## config.mk

```make
export PLATFORM = sky130hd
export DESIGN_NAME = sdm_decim_comb_flat
export DESIGN_NICKNAME = d
export VERILOG_FILES = /design/src/rtl/sdm_decim_comb_if.sv /design/src/rtl/sdm_decim_comb.sv /design/src/flat_wrapper.sv
export SDC_FILE = /design/constraint.sdc
export NUM_CORES = 1
export LEC_CHECK = 0
export CAP_MARGIN = 20
export CELL_PAD_IN_SITES_DETAIL_PLACEMENT = 1
export CELL_PAD_IN_SITES_GLOBAL_PLACEMENT = 1
export CORE_AREA = 2 2 91 93
export DETAILED_ROUTE_END_ITERATION = 7
export DIE_AREA = 0 0 93 95
export PLACE_DENSITY = 0.85
export SYNTH_ARGS = -nofsm -noshare
export SYNTH_HDL_FRONTEND = slang
export SYNTH_SLANG_ARGS = --single-unit
```

## constraint.sdc

```tcl
create_clock -name i_clk -period 2.7 [get_ports i_clk]
set_input_delay 0.405 -clock i_clk [delete_from_list [all_inputs] [get_ports i_clk]]
set_output_delay 0.405 -clock i_clk [all_outputs]
set_load 0.03 [all_outputs]
```

## src/rtl/sdm_decim_comb_if.sv

```systemverilog
// Output stream of the decimating comb: sample data with a valid/ready handshake.
interface sdm_decim_comb_if #(
  parameter int unsigned WIDTH = 16
);
  logic [WIDTH-1:0] o_data;
  logic             o_valid;
  logic             i_ready;

  modport master (output o_data, output o_valid, input i_ready);
  modport slave  (input o_data, input o_valid, output i_ready);
endinterface

```

## src/rtl/sdm_decim_comb.sv

```systemverilog
// First-order (optionally second-order) decimating comb behind the iCESDM up/down counter,
// with a 2-entry output buffer. Define SDM_COMB_SECOND_STAGE_EN to add the second comb.
module sdm_decim_comb #(
  parameter int unsigned WIDTH      = 16,
  parameter int unsigned DECIM_LOG2 = 6
) (
  input  logic                 i_clk,
  input  logic                 i_rst,
  input  logic                 i_en,
  input  logic [WIDTH-1:0]     i_count,
  output logic                 o_overrun,
  sdm_decim_comb_if.master     m_out
);

  if (DECIM_LOG2 < 1 || DECIM_LOG2 + 3 > WIDTH) begin : g_param_check
    $error("sdm_decim_comb: DECIM_LOG2 must be in 1..WIDTH-3");
  end

  typedef enum logic [1:0] {
    PRIME0 = 2'd0,
    PRIME1 = 2'd1,
    RUN    = 2'd2
  } state_t;

`ifdef SDM_COMB_SECOND_STAGE_EN
  localparam state_t AFTER_PRIME0 = PRIME1;
`else
  localparam state_t AFTER_PRIME0 = RUN;
`endif

  logic [DECIM_LOG2-1:0] phase_q;
  logic [WIDTH-1:0]      prev1_q;
  logic [WIDTH-1:0]      diff1_c;
  logic [WIDTH-1:0]      result_c;
  logic                  strobe_c;
  logic                  push_c;
  logic                  pop_c;
  state_t                state_q, state_d;

  logic [WIDTH-1:0]      head_q, tail_q;
  logic                  head_vld_q, tail_vld_q;
  logic                  overrun_q;

  assign strobe_c = i_en & (&phase_q);
  assign diff1_c  = i_count - prev1_q;
  assign pop_c    = head_vld_q & m_out.i_ready;

  // Decimation phase: one strobe every 2^DECIM_LOG2 enabled cycles.
  always_ff @(posedge i_clk) begin
    if (i_rst) begin
      phase_q <= '0;
    end else if (i_en) begin
      phase_q <= phase_q + DECIM_LOG2'(1);
    end
  end

  // Previous integrator sample; modular subtraction makes counter wrap transparent.
  always_ff @(posedge i_clk) begin
    if (i_rst) begin
      prev1_q <= '0;
    end else if (strobe_c) begin
      prev1_q <= i_count;
    end
  end

`ifdef SDM_COMB_SECOND_STAGE_EN
  logic [WIDTH-1:0] prev2_q;
  logic             load_prev2_c;

  assign load_prev2_c = strobe_c & (state_q != PRIME0);
  assign result_c     = diff1_c - prev2_q;

  always_ff @(posedge i_clk) begin
    if (i_rst) begin
      prev2_q <= '0;
    end else if (load_prev2_c) begin
      prev2_q <= diff1_c;
    end
  end
`else
  assign result_c = diff1_c;
`endif

  // Priming state register.
  always_ff @(posedge i_clk) begin
    if (i_rst) begin
      state_q <= PRIME0;
    end else begin
      state_q <= state_d;
    end
  end

  // Priming sequence: history registers must be filled before results are meaningful.
  always_comb begin
    state_d = state_q;
    push_c  = 1'b0;
    if (strobe_c) begin
      case (state_q)
        PRIME0:  state_d = AFTER_PRIME0;
        PRIME1:  state_d = RUN;
        RUN:     push_c  = 1'b1;
        default: state_d = PRIME0;
      endcase
    end
  end

  // Two-entry buffer: head drives o_data directly, tail holds the second sample.
  always_ff @(posedge i_clk) begin
    if (i_rst) begin
      head_q     <= '0;
      tail_q     <= '0;
      head_vld_q <= 1'b0;
      tail_vld_q <= 1'b0;
      overrun_q  <= 1'b0;
    end else if (!head_vld_q) begin
      if (push_c) begin
        head_q     <= result_c;
        head_vld_q <= 1'b1;
      end
    end else if (!tail_vld_q) begin
      if (push_c && pop_c) begin
        head_q <= result_c;
      end else if (push_c) begin
        tail_q     <= result_c;
        tail_vld_q <= 1'b1;
      end else if (pop_c) begin
        head_vld_q <= 1'b0;
      end
    end else begin
      if (pop_c) begin
        head_q <= tail_q;
        if (push_c) begin
          tail_q <= result_c;
        end else begin
          tail_vld_q <= 1'b0;
        end
      end else if (push_c) begin
        // Full with no drain this cycle: drop the new sample and flag it until reset.
        overrun_q <= 1'b1;
      end
    end
  end

  assign m_out.o_data  = head_q;
  assign m_out.o_valid = head_vld_q;
  assign o_overrun     = overrun_q;

endmodule

```

## src/flat_wrapper.sv

```systemverilog
// flat-port wrapper written by rule: the top's interface ports become plain ports
module sdm_decim_comb_flat 
#(
  parameter int unsigned WIDTH      = 16,
  parameter int unsigned DECIM_LOG2 = 6
)
  (i_clk, i_rst, i_en, i_count, o_overrun, m_out_o_data, m_out_o_valid, m_out_i_ready);
  sdm_decim_comb_if #(.WIDTH(WIDTH)) m_out_i ();
  input  logic i_clk;
  input  logic i_rst;
  input  logic i_en;
  input  logic [WIDTH-1:0] i_count;
  output logic o_overrun;
  output wire logic [$bits(m_out_i.o_data)-1:0] m_out_o_data;
  output wire logic [$bits(m_out_i.o_valid)-1:0] m_out_o_valid;
  input wire logic [$bits(m_out_i.i_ready)-1:0] m_out_i_ready;
  assign m_out_o_data = m_out_i.o_data;
  assign m_out_o_valid = m_out_i.o_valid;
  assign m_out_i.i_ready = m_out_i_ready;
  sdm_decim_comb #(.WIDTH(WIDTH), .DECIM_LOG2(DECIM_LOG2)) u_core (.i_clk(i_clk), .i_rst(i_rst), .i_en(i_en), .i_count(i_count), .o_overrun(o_overrun), .m_out(m_out_i));
endmodule
```

==> impl_metrics.env, run 1 <==
export IMPL_outcome="finished clean"
export IMPL_initialDrtViolationCount=134
export IMPL_min_path_type="register to register"
export IMPL_worst_pin_slew_ps=575.0
export IMPL_place_ws_ps=-160.2
export IMPL_placedCellCount=537
export IMPL_fin_skew_ps=7.601
export IMPL_p_per_area_nw_per_um2=490.2
export IMPL_clockBufferDepth=2
export IMPL_clk_latency_ps=360
export IMPL_critPathMaxStageDelay_ps=490
export IMPL_die_y_um=95
export IMPL_htree_levels=3
export IMPL_grt_antenna_before_repair=0
export IMPL_antennaDiodeCount=0
export IMPL_wl_per_cell_um=16.05
export IMPL_yosys_register_bits=58
export IMPL_drc=0
export IMPL_grt_pass1_vias=2969
export IMPL_period_share_pct=91.60
export IMPL_cp_depth=10
export IMPL_hold_buffers=0
export IMPL_reg2reg_depth=8
export IMPL_antenna_left=0
export IMPL_path_cells="clkdlybuf4s50_1 > inv_1 > ha_1 > fa_1 > nand2b_1 > a21oi_2 > o2111a_1 > nor3_4 > xnor2_1 > a2111oi_2"
export IMPL_synthesis_nets=433
export IMPL_root_buffer="clkbuf_8"
export IMPL_critPathBufInv=2
export IMPL_worstPathMaxFanout=3
export IMPL_cpMaxStageDelayCell="clkdlybuf4s50_1"
export IMPL_slew_headroom_pct=61.57
export IMPL_hold_viol=0
export IMPL_period_needed_ps=2473
export IMPL_synth_edff_count=0
export IMPL_rsz0062_at_grt="no"
export IMPL_cp_top_family="compound AO/OA/AOI/OAI gates"
export IMPL_yosysUniqueCellTypes=60
export IMPL_grt_pass1_wl_um=14460
export IMPL_cts_sinks=58
export IMPL_dpl_instance_area_um2=3737
export IMPL_yosysSeqAreaShare_pct=36.31
export IMPL_ir_worst_vdd_mv=0.2345
export IMPL_syn_area_um2=3198
export IMPL_drt_pass1_iter_count=4
export IMPL_dieWidth_um=93
export IMPL_vias=3003
export IMPL_cp_required_ps=2950
export IMPL_vias_per_cell=5.440
export IMPL_final_area_um2=3945
export IMPL_utilization_pct=49.76
export IMPL_critPathKind="primary input to register"
export IMPL_dp_hpwl_um=6349
export IMPL_grt_usage_pct=21.08
export IMPL_postCtsSetupBuffers=0
export IMPL_cts_tree="built"
export IMPL_portBuffers=37
export IMPL_cp_start_kind="primary input"
export IMPL_clk_pin_slew_ps=70
export IMPL_core_area_um2=7928
export IMPL_fmax_ghz=0.4044
export IMPL_r2r_start="u_core.prev1_q[0]$_SDFFE_PP0N_"
export IMPL_cp_arrival_ps=2730
export IMPL_rows=33
export IMPL_finalSetupViolations=0
export IMPL_p_leak_nw=1.430
export IMPL_rr_endpoint="u_core.m_out.o_data[14]$_SDFFE_PP0P_"
export IMPL_endpoint_kind="register"
export IMPL_drv_cap=0
export IMPL_crit_end="u_core.m_out.o_data[14]$_SDFFE_PP0P_"
export IMPL_finalWorstSetupSlack_ps=226.9
export IMPL_die_area_um2=8835
export IMPL_critPathLaunch="i_count[0]"
export IMPL_grt_max_degree=48
export IMPL_drive_gt1_share_pct=12.08
export IMPL_final_cells=552
export IMPL_overflow=0
export IMPL_synthArstFlopShare_pct=0
export IMPL_wl_um=8861
export IMPL_setup_tns_ps=0
export IMPL_numCtsBuffers=9
export IMPL_r2r_slack_ps=500
export IMPL_fin_nets=480
export IMPL_final_cell_mix="nand2_1 (70), dfxtp_1 (58), a21oi_1 (46)"
export IMPL_synthCells=396
export IMPL_ioPinCount=38
export IMPL_initial_utilization_pct=40.34
export IMPL_slew_violations=0
export IMPL_globalplace_congestion=0.7937
export IMPL_layout_commonest_cell="nand2_1"
export IMPL_syn_mean_instance_area_um2=8.076
export IMPL_fillers=969
export IMPL_synth_flop_cell="dfxtp_1"
export IMPL_yosys_warnings=0
export IMPL_area_delta_synth_final_pct=23.36
==> power by group <==
group          leakage, nW  switching (mW)  internal [mW]
Sequential           0.467         0.00286          0.859
Clock                0.106           0.354          0.495
Combinational        0.857           0.126         0.0965
Total                 1.43           0.483           1.45
==> worst min-delay path: stages (launching register included) <==
cell and delay [ps]:
dfxtp_1 310, nand2_1 50, a21oi_1 50
==> through the flow <==
step	hold WS [ps]	total power [mW]
2_1_floorplan	432.2	1.013
3_3_place_gp	438.7	1.089
3_5_place_dp	449.6	1.097
4_1_cts	457.4	1.949
5_1_grt	477.1	1.993
6_report	453.4	1.934
==> routing by layer <==
layer	routed length, um	part of all wire [%]	track usage, %	vias up
met4	183	2.1	7.966	0
met5	0	0	0	-
li1	-	-	-	1473
met2	4338	49	35.75	48
met3	300	3.4	4.150	14
met1	4038	46	26.56	1468
==> sequential cells by signal, summed over array words and instances, names as in the netlist <==
name,count
u_core.tail_q,16
u_core.state_q,1
u_core.prev1_q,16
u_core.phase_q,6
u_core.o_overrun,1
u_core.m_out.o_valid,1
u_core.m_out.o_data,16
u_core.tail_vld_q,1
==> synth_stat cells, types with 8 or more instances <==
library cell  instances  area share (%)
nand2_1              70             8.2
dfxtp_1              58              36
a21oi_1              47             7.4
nor2_1               28             3.3
inv_1                17             2.0
ha_1                 16             6.3
o21ai_0              15             2.3
nand3_1              12             1.9
xor2_1               10             2.7
clkbuf_1              9             1.1
nand2b_1              9             1.8
a31oi_1               8             1.6
xnor2_1               8             2.2
==> cells by family after synthesis <==
logic type               count (synthesis)  share of synthesized area [%]
buffers and inverters                   37                          5.164
XOR/XNOR                                18                          4.930
AO/OA/AOI/OAI                          111                          22.85
flip-flops                              58                          36.31
AND/OR/NAND/NOR                        152                          22.93
adder cells (fa/ha/maj)                 17                          6.886
multiplexers                             3                         0.9390
==> layout make-up <==
type | count | area [um^2] | area share (%)
well taps | 105 | 131.4 | 3.330
inverters | 18 | 67.56 | 1.713
repair buffers | 55 | 505.5 | 12.81
clock buffers | 13 | 168.9 | 4.282
clock inverters | 2 | 35.03 | 0.8880
multi-input cells | 301 | 1876 | 47.54
flip-flops and latches | 58 | 1161 | 29.43
==> how the worst min path moves through the flow <==
stage | start | end | slack [ps] | cells past startpoint
global route | u_core.m_out.o_data[0]$_SDFFE_PP0P_ | u_core.m_out.o_data[0]$_SDFFE_PP0P_ | 480 | 2
finish | u_core.m_out.o_data[1]$_SDFFE_PP0P_ | u_core.m_out.o_data[1]$_SDFFE_PP0P_ | 450 | 2
global placement | u_core.tail_q[5]$_SDFFE_PP0P_ | u_core.tail_q[5]$_SDFFE_PP0P_ | 440 | 2
CTS | u_core.m_out.o_data[0]$_SDFFE_PP0P_ | u_core.m_out.o_data[0]$_SDFFE_PP0P_ | 460 | 2
floorplan | u_core.tail_q[3]$_SDFFE_PP0P_ | u_core.tail_q[3]$_SDFFE_PP0P_ | 430 | 2
detailed placement | u_core.m_out.o_data[0]$_SDFFE_PP0P_ | u_core.m_out.o_data[0]$_SDFFE_PP0P_ | 450 | 2
==> repair_timing <==
| action | CTS | global route |
|---|---|---|
| resized for setup | 0 | 1 |
| setup endpoints to repair | 0 | 1 |
| endpoints found under the hold margin | 0 | 0 |
(Power assumes the default switching activity.)
==> run 2, diff against run 1 <==
- GPL_ROUTABILITY_DRIVEN: not set -> 0
==> results of run 2 <==
Final layout, timing and power as in run 1 (identical DEF).
==> run 3, diff against run 2 <==
- ABC_CLOCK_PERIOD_IN_PS: not set -> 2700
==> results of run 3 <==
Final layout, timing and power as in run 1 (identical DEF).
